===== src/rtl/core_muldiv_if.sv =====
// core_muldiv_if: request/result bundle between decode/register file and the
// iterative multiply/divide unit.
//   START, FUNCT3, RS1, RS2, RD_ADDR : request, driven by the master (decode)
//   BUSY, DONE, WADDR, WDATA, WE     : status and write-back, driven by the slave
interface core_muldiv_if;
  logic        START;
  logic [2:0]  FUNCT3;
  logic [31:0] RS1;
  logic [31:0] RS2;
  logic [4:0]  RD_ADDR;
  logic        BUSY;
  logic        DONE;
  logic [4:0]  WADDR;
  logic [31:0] WDATA;
  logic        WE;

  modport master (
    output START, FUNCT3, RS1, RS2, RD_ADDR,
    input  BUSY, DONE, WADDR, WDATA, WE
  );

  modport slave (
    input  START, FUNCT3, RS1, RS2, RD_ADDR,
    output BUSY, DONE, WADDR, WDATA, WE
  );
endinterface


===== src/rtl/core_muldiv.sv =====
// core_muldiv: iterative RV32M multiply/divide unit. Captures operands on
// START, runs a fixed 32-step shift-add multiply or restoring divide, and
// returns the result on the register-file write port. Fixed latency: DONE is
// high in the cycle after the 35th edge following the START edge.
//   CLK  : clock, rising edge
//   RST  : synchronous reset, active-high
//   bus  : core_muldiv_if.slave (request in, BUSY/DONE/WADDR/WDATA/WE out)
//
// state  | meaning
// IDLE   | waiting for START (ignored while DONE is still high)
// PREP   | take operand magnitudes, record result sign and special cases
// CALC   | 32 iterations, cnt_q 31..0
// FIX    | sign correction, result select, special-case override
// OUT    | register WDATA/WADDR, raise DONE (and WE unless rd is x0)
module core_muldiv (
  input  logic         CLK,
  input  logic         RST,
  core_muldiv_if.slave bus
);
  typedef enum logic [2:0] {S_IDLE, S_PREP, S_CALC, S_FIX, S_OUT} state_t;

  state_t      state, state_nxt;
  logic [2:0]  op_q;
  logic [4:0]  rd_q, cnt_q, waddr_q;
  logic [31:0] a_orig_q, hi_q, lo_q, mcand_q, res_q, wdata_q;
  logic        neg_q, dz_q, ovf_q, done_q, we_q;

  logic        accept;
  logic        signed_a_op, signed_b_op, sign_a, sign_b;
  logic [31:0] mag_a, mag_b;
  logic [32:0] add_c, shift_c;
  logic        div_ge;
  logic [31:0] div_diff;
  logic [63:0] prod_fix;
  logic [31:0] quo_fix, rem_fix, result_c;

  // DONE cycle still counts as busy, so a START there is dropped.
  assign accept = (state == S_IDLE) && !done_q && bus.START;

  always_ff @(posedge CLK) begin
    if (RST) state <= S_IDLE;
    else     state <= state_nxt;
  end

  always_comb begin
    state_nxt = state;
    case (state)
      S_IDLE:  if (accept) state_nxt = S_PREP;
      S_PREP:  state_nxt = S_CALC;
      S_CALC:  if (cnt_q == 5'd0) state_nxt = S_FIX;
      S_FIX:   state_nxt = S_OUT;
      S_OUT:   state_nxt = S_IDLE;
      default: state_nxt = S_IDLE;
    endcase
  end

  always_comb begin
    signed_a_op = (op_q == 3'd1) || (op_q == 3'd2) || (op_q == 3'd4) || (op_q == 3'd6);
    signed_b_op = (op_q == 3'd1) || (op_q == 3'd4) || (op_q == 3'd6);
    sign_a      = signed_a_op & lo_q[31];
    sign_b      = signed_b_op & mcand_q[31];
    mag_a       = sign_a ? -lo_q : lo_q;
    mag_b       = sign_b ? -mcand_q : mcand_q;
    // multiply: lo_q holds the multiplier and shifts product bits in from hi_q
    add_c       = {1'b0, hi_q} + {1'b0, (lo_q[0] ? mcand_q : 32'd0)};
    // divide: partial remainder is always < divisor, so the 33-bit shifted
    // value minus divisor fits in 32 bits whenever the subtract succeeds
    shift_c     = {hi_q, lo_q[31]};
    div_ge      = shift_c >= {1'b0, mcand_q};
    div_diff    = shift_c[31:0] - mcand_q;
    prod_fix    = neg_q ? -{hi_q, lo_q} : {hi_q, lo_q};
    quo_fix     = neg_q ? -lo_q : lo_q;
    rem_fix     = neg_q ? -hi_q : hi_q;
    result_c    = 32'd0;
    case (op_q)
      3'd0:             result_c = prod_fix[31:0];
      3'd1, 3'd2, 3'd3: result_c = prod_fix[63:32];
      3'd4, 3'd5:       result_c = dz_q ? 32'hFFFF_FFFF : (ovf_q ? 32'h8000_0000 : quo_fix);
      default:          result_c = dz_q ? a_orig_q : (ovf_q ? 32'd0 : rem_fix);
    endcase
  end

  always_ff @(posedge CLK) begin
    if (RST) begin
      op_q     <= 3'd0;
      rd_q     <= 5'd0;
      cnt_q    <= 5'd0;
      a_orig_q <= 32'd0;
      hi_q     <= 32'd0;
      lo_q     <= 32'd0;
      mcand_q  <= 32'd0;
      res_q    <= 32'd0;
      neg_q    <= 1'b0;
      dz_q     <= 1'b0;
      ovf_q    <= 1'b0;
      done_q   <= 1'b0;
      we_q     <= 1'b0;
      waddr_q  <= 5'd0;
      wdata_q  <= 32'd0;
    end else begin
      done_q <= 1'b0;
      we_q   <= 1'b0;
      case (state)
        S_IDLE: begin
          if (accept) begin
            op_q     <= bus.FUNCT3;
            lo_q     <= bus.RS1;
            mcand_q  <= bus.RS2;
            a_orig_q <= bus.RS1;
            rd_q     <= bus.RD_ADDR;
          end
        end
        S_PREP: begin
          hi_q  <= 32'd0;
          cnt_q <= 5'd31;
          // remainder takes the dividend's sign, everything else the xor
          neg_q <= (op_q[2] & op_q[1]) ? sign_a : (sign_a ^ sign_b);
          dz_q  <= op_q[2] & (mcand_q == 32'd0);
          ovf_q <= op_q[2] & ~op_q[0] & (lo_q == 32'h8000_0000) & (mcand_q == 32'hFFFF_FFFF);
          if (op_q[2]) begin
            lo_q    <= mag_a;
            mcand_q <= mag_b;
          end else begin
            lo_q    <= mag_b;
            mcand_q <= mag_a;
          end
        end
        S_CALC: begin
          cnt_q <= cnt_q - 5'd1;
          if (op_q[2]) begin
            hi_q <= div_ge ? div_diff : shift_c[31:0];
            lo_q <= {lo_q[30:0], div_ge};
          end else begin
            hi_q <= add_c[32:1];
            lo_q <= {add_c[0], lo_q[31:1]};
          end
        end
        S_FIX: res_q <= result_c;
        S_OUT: begin
          wdata_q <= res_q;
          waddr_q <= rd_q;
          done_q  <= 1'b1;
          we_q    <= (rd_q != 5'd0);
        end
        default: ;
      endcase
    end
  end

  assign bus.BUSY  = (state != S_IDLE) || done_q;
  assign bus.DONE  = done_q;
  assign bus.WE    = we_q;
  assign bus.WADDR = waddr_q;
  assign bus.WDATA = wdata_q;
endmodule


===== src/flat_wrapper.sv =====
// flat-port wrapper written by rule: the top's interface ports become plain ports
module core_muldiv_flat 
  (CLK, RST, bus_START, bus_FUNCT3, bus_RS1, bus_RS2, bus_RD_ADDR, bus_BUSY, bus_DONE, bus_WADDR, bus_WDATA, bus_WE);
  core_muldiv_if bus_i ();
  input  logic CLK;
  input  logic RST;
  input wire logic [$bits(bus_i.START)-1:0] bus_START;
  input wire logic [$bits(bus_i.FUNCT3)-1:0] bus_FUNCT3;
  input wire logic [$bits(bus_i.RS1)-1:0] bus_RS1;
  input wire logic [$bits(bus_i.RS2)-1:0] bus_RS2;
  input wire logic [$bits(bus_i.RD_ADDR)-1:0] bus_RD_ADDR;
  output wire logic [$bits(bus_i.BUSY)-1:0] bus_BUSY;
  output wire logic [$bits(bus_i.DONE)-1:0] bus_DONE;
  output wire logic [$bits(bus_i.WADDR)-1:0] bus_WADDR;
  output wire logic [$bits(bus_i.WDATA)-1:0] bus_WDATA;
  output wire logic [$bits(bus_i.WE)-1:0] bus_WE;
  assign bus_i.START = bus_START;
  assign bus_i.FUNCT3 = bus_FUNCT3;
  assign bus_i.RS1 = bus_RS1;
  assign bus_i.RS2 = bus_RS2;
  assign bus_i.RD_ADDR = bus_RD_ADDR;
  assign bus_BUSY = bus_i.BUSY;
  assign bus_DONE = bus_i.DONE;
  assign bus_WADDR = bus_i.WADDR;
  assign bus_WDATA = bus_i.WDATA;
  assign bus_WE = bus_i.WE;
  core_muldiv u_core (.CLK(CLK), .RST(RST), .bus(bus_i));
endmodule

===== config.mk =====
export PLATFORM = sky130hd
export DESIGN_NAME = core_muldiv_flat
export DESIGN_NICKNAME = d
export VERILOG_FILES = /design/src/rtl/core_muldiv_if.sv /design/src/rtl/core_muldiv.sv /design/src/flat_wrapper.sv
export SDC_FILE = /design/constraint.sdc
export NUM_CORES = 1
export LEC_CHECK = 0
export ABC_AREA = 1
export CAP_MARGIN = 20
export CORE_MARGIN = 2
export CORE_UTILIZATION = 40
export DETAILED_ROUTE_END_ITERATION = 6
export DONT_BUFFER_PORTS = 1
export PLACE_DENSITY_LB_ADDON = 0.05
export SYNTH_ARGS = -nofsm -noshare
export SYNTH_HDL_FRONTEND = slang
export SYNTH_SLANG_ARGS = --single-unit

===== constraint.sdc =====
create_clock -name CLK -period 6.6 [get_ports CLK]
set_clock_uncertainty 0.15 [all_clocks]
set_input_delay 0.99 -clock CLK [delete_from_list [all_inputs] [get_ports CLK]]
set_output_delay 0.99 -clock CLK [all_outputs]
set_load 0.05 [all_outputs]

# Word-level counts from Yosys, hierarchy flattened
# Cells that the tools add are included.
[word_totals]
reg_bits = 218
latchBits = 0
ram_bits = 0
rom_bits = 0
out_inout_bits = 40
wordCells = 100
memories = 0
[op_classes]
addsub = 7
mul = 0
div = 0
magnitude_cmp = 1
eq_ne = 14
shifts = 0
mux = 27
bitwise = 10
n_reduce_logical = 25
[ops]
columns = ["cell", "count"]
rows = [
  ["$mux W32", 16],
  ["$pmux W32 S3", 2],
  ["$pmux W32 S2", 2],
  ["$neg A32 Y32", 3],
  ["$eq A32 B32 Y1 const B", 2],
  ["$mux W64", 1],
  ["$neg A64 Y64", 1],
  ["$add A32 B32 Y33", 1],
  ["$ge A33 B32 Y1", 1],
  ["$logic_not A32 Y1", 1],
  ["$sub A32 B32 Y32", 1],
  ["$eq A3 B2 Y1 const B", 4],
  ["$eq A3 B3 Y1 const B", 4],
  ["$pmux W3 S4", 1],
  ["$pmux W5 S2", 1],
  ["$reduce_and A2 Y1", 4],
  ["$and A1 B1 Y1", 7],
  ["$eq A3 B1 Y1 const B", 2],
  ["$logic_not A3 Y1", 2],
  ["$logic_or A1 B1 Y1", 6],
  ["$mux W3", 2],
  ["$reduce_bool A3 Y1", 2],
  ["$logic_not A5 Y1", 1],
  ["$reduce_bool A5 Y1", 1],
  ["10 further kinds", 16],
]

# Logic depth before layout (Yosys ltp)
[depth]
depth_word = 8
ltp_mapped = 22

# Worst setup path before layout
# No wires, ideal clock.
[synth_timing]
kind = "reg-to-reg"
start = "register u_core.lo_q[0]"
end = "register u_core.hi_q[29]"
setup_time_ps = 132
arrival_ps = 2401
slack_ps = 3917
stages_incl_launch_ff = 22
synth_period_minus_slack_ps = 2683
cell_sequence = "dfxtp_1 -> buf_2 -> buf_1 -> nand2_1 -> inv_1 -> ha_1 -> inv_1 -> fa_1 -> inv_1 -> nand3_1 -> nand3_1 -> nand2_1 -> nand2_1 -> nand2_1 -> nand2_1 -> nand2_1 -> nand3_1 -> nand3_1 -> nand2_1 -> inv_1 -> nand2_1 -> a21oi_1"
[synth_via]
elab_chain_len = 4
[synth_rtl]
columns = ["item", "line_no", "text"]
rows = [
  ["start: declaration", "core_muldiv.sv:25", "logic [31:0] a_orig_q, hi_q, lo_q, mcand_q, res_q, wdata_q;"],
  ["start signal: assignment", "core_muldiv.sv:107", "lo_q <= bus.RS1;"],
  ["start signal: assignment", "core_muldiv.sv:121", "lo_q <= mag_a;"],
  ["start signal: assignment", "core_muldiv.sv:124", "lo_q <= mag_b;"],
  ["$mux W32", "core_muldiv.sv:65", "add_c = {1'b0, hi_q} + {1'b0, (lo_q[0] ? mcand_q : 32'd0)};"],
  ["$add A32 B32 Y33", "core_muldiv.sv:65", ""],
  ["$mux W32", "core_muldiv.sv:130", "if (op_q[2]) begin"],
  ["$pmux W32 S2", "core_muldiv.sv:103", "case (state)"],
  ["end signal: assignment", "core_muldiv.sv:131", "hi_q <= div_ge ? div_diff : shift_c[31:0];"],
  ["end signal: assignment", "core_muldiv.sv:134", "hi_q <= add_c[32:1];"],
  ["end: declaration", "core_muldiv.sv:25", ""],
]
# Every way passes these cells.
# A chain may end at the register's enable or synchronous reset.

# Worst setup path after layout
[layout_timing]
start = "register u_core.done_q, in the netlist u_core.bus.DONE"
end = "register u_core.lo_q[2]"
[layout_via]
elab_chain_len = 5
[layout_rtl]
columns = ["item", "line_no", "text"]
rows = [
  ["start: declaration", "core_muldiv.sv:26", "logic neg_q, dz_q, ovf_q, done_q, we_q;"],
  ["start signal: assignment", "core_muldiv.sv:96", "done_q <= 1'b0;"],
  ["start signal: assignment", "core_muldiv.sv:101", "done_q <= 1'b0;"],
  ["start signal: assignment", "core_muldiv.sv:142", "done_q <= 1'b1;"],
  ["$logic_not A1 Y1", "core_muldiv.sv:38", "assign accept = (state == S_IDLE) && !done_q && bus.START;"],
  ["$logic_and A1 B1 Y1 (2 in series)", "core_muldiv.sv:38", ""],
  ["$ne A2 B1 Y1 (no line)", "n/a", ""],
  ["$reduce_and A2 Y1 (no line)", "n/a", ""],
]
# Every way passes these cells.

==> out/results.ini <==
[routing]
antenna_left = 0
wl_per_cell_um = 25.1
drtIter0Drc = 2958
dr.pass1.iters = 7
viasPerCell = 5.85
drc = 0
wirelength_um = 103000
num_vias = 24100

[yosys]
syn_area_mm2 = 0.0201
synth-edff-count = 0
avgSynthCellArea_um2 = 5.74
synthArstFlopShare_pct = 0
synthFlopType = dfxtp_1
synth_seq_cells = 218
ys_types = 56
seq_area_frac_synth_pct = 21.7
synth_fp_nets = 3659
yosysWarnings = 0
netlist_instances = 3512

[finish]
fin_cells = 4117
final_cell_mix = 1072 x nand2_1, 408 x inv_1, 350 x a21oi_1
area_delta_synth_final_pct = 6.81
drive_gt1_share_pct = 5.52
multi_input_area_mm2 = 0.0135
register_area_mm2 = 0.00437
utilization_pct = 43.1
final_common_cell = nand2_1
nets = 3564
fillCellCount = 5594

[timing]
finalCritPeriodShare_pct = 62.5
setup_viol = 0
max_freq_mhz = 242
slew_viol_final = 0
hold_viol = 0
worstMarginPinSlew_ns = 1.06
fin_tns_setup_ns = 0
rsz0062_at_grt = false
final.min_clock_period_ns = 4.13
slew_headroom_pct = 28.6

[clocking]
clkSinkCount = 218
clkLatencyLatePin_ns = 0.61
cts_htree_levels = 1
cts_resized = 0
post-cts-setup-buffers = 0
clk_pin_slew_ns = 0.07
cts_buffers = 28
cts_hold_buf = 0
cts-root-buf = clkbuf_16
cts_tree = yes
clock_path_buffers = 3

[die]
core_area_mm2 = 0.0500
fp.dieW_um = 228
initial_utilization_pct = 40.3
rows = 82
die_area_mm2 = 0.0522
dieHeight_um = 228
pin_count = 115

[global_routing]
grt_max_degree = 103
grt_overflow = 0
grt_first_pass_wirelength_um = 150000
grt_pass1_vias = 22300
gr-usage-all-layers_pct = 38.4
antenna_found_initial = 6

[place]
post-dp-hpwl_um = 81900
gp_congestion = 1.05
dp_cells = 4059
port_buffers = 0

[power]
power_w = 0.00801
power_leakage_nw = 10.2
peakVddDrop_mv = 0.195
power.density_mw_per_mm2 = 372

[worst_hold_path]
holdCritPathClass = reg -> reg

[setup_path]
setup.worst_path.start_class = flip-flop
critPathRequiredTime_ns = 6.96
cp-end-kind = flip-flop
cp.arrival_ns = 4.49
cp_max_fo = 38
crit_type = reg -> reg

[outcome]
status = complete, no violations

[run]
max-cap-violations = 0

## power by group
part           internal [W]  switching, W  total [W]
sequential          0.00151      0.000403    0.00192
combinational       0.00117       0.00334    0.00451
clock              0.000876      0.000707    0.00158
## registers in the layout, summed over array words and instances, names as in the netlist, 5 cells and up
name	count
u_core.lo_q	32
u_core.cnt_q	5
u_core.hi_q	32
u_core.rd_q	5
u_core.a_orig_q	32
u_core.mcand_q	32
u_core.bus.WADDR	5
u_core.bus.WDATA	32
u_core.res_q	32
## worst max-delay path: stages (launching register included)
cell and delay (ns):
dfxtp_1 0.63, inv_1 0.12, nand4_1 0.11, buf_4 0.33, inv_1 0.46, nor2_2 0.19, buf_4 0.42, clkinv_1 0.92
nand3_1 0.29, nor2_1 0.08, a221oi_1 0.28
## synthesized netlist by cell type, types with 13 or more instances
cell type  number  area, um2
xnor2_1        17        149
o211ai_1       32        240
nor2_1        298       1120
inv_1         409       1540
nor2_2         23        144
buf_1          13       48.8
inv_2          19       71.3
a31oi_1        21        131
nand3b_1       29        218
o21ai_0       196        981
a221oi_1       23        201
xor2_1         69        604
dfxtp_1       218       4360
nand3_1       284       1420
nand4_1        42        263
a21oi_1       350       1750
clkbuf_1      103        387
ha_1           70        876
nor3_1         29        145
o21ai_1        41        205
nand2_1      1072       4020
buf_2          27        135
## final timing paths
check        slack [ns]                     startpoint                            end  depth (start not counted)
min reg2reg        0.31  u_core.res_q[13]$_SDFFE_PP0P_  u_core.res_q[13]$_SDFFE_PP0P_                          2
max                2.47     u_core.bus.DONE$_SDFF_PP0_    u_core.lo_q[2]$_SDFFE_PP0P_                         10
min                0.31  u_core.res_q[13]$_SDFFE_PP0P_  u_core.res_q[13]$_SDFFE_PP0P_                          2
max reg2reg        2.47     u_core.bus.DONE$_SDFF_PP0_    u_core.lo_q[2]$_SDFFE_PP0P_                         10
## layer usage
metal	wire (um)	vias up	track usage, %	share of wire (%)
met5	13	-	0	0.013
met4	7460	2	22.4	7.2
met3	9840	301	7.40	9.5
met2	45200	1325	61.3	44
met1	40800	11200	48.1	39
li1	-	11200	-	-
## cell families after synthesis
| group | synth area share, % |
|---|---|
| buffers and inverters | 11.6 |
| AO/OA/AOI/OAI | 18.7 |
| AND/OR/NAND/NOR | 39.7 |
| XOR/XNOR | 3.74 |
| adder cells (fa/ha/maj) | 4.55 |
| flip-flops | 21.7 |
## area by class of cell
cell class	count	area share, %
antenna	6	0.0698
sequential	218	20.3
clock inverter	17	0.773
inverter	436	7.62
tap	672	3.91
timing repair buffer	33	1.24
multi-input combinational	2700	62.5
clock buffer	35	3.56
## stage by stage
step / instance area (um2) / hold slack (ns) / setup WS [ns]
floorplan: 20100 / 0.280 / 3.92
global placement: 20500 / 0.296 / 2.36
detailed placement: 20600 / 0.297 / 2.36
CTS: 21500 / 0.284 / 2.56
global route: 21500 / 0.295 / 2.23
finish: 21500 / 0.308 / 2.47
Power figures use the tool's default switching activity.
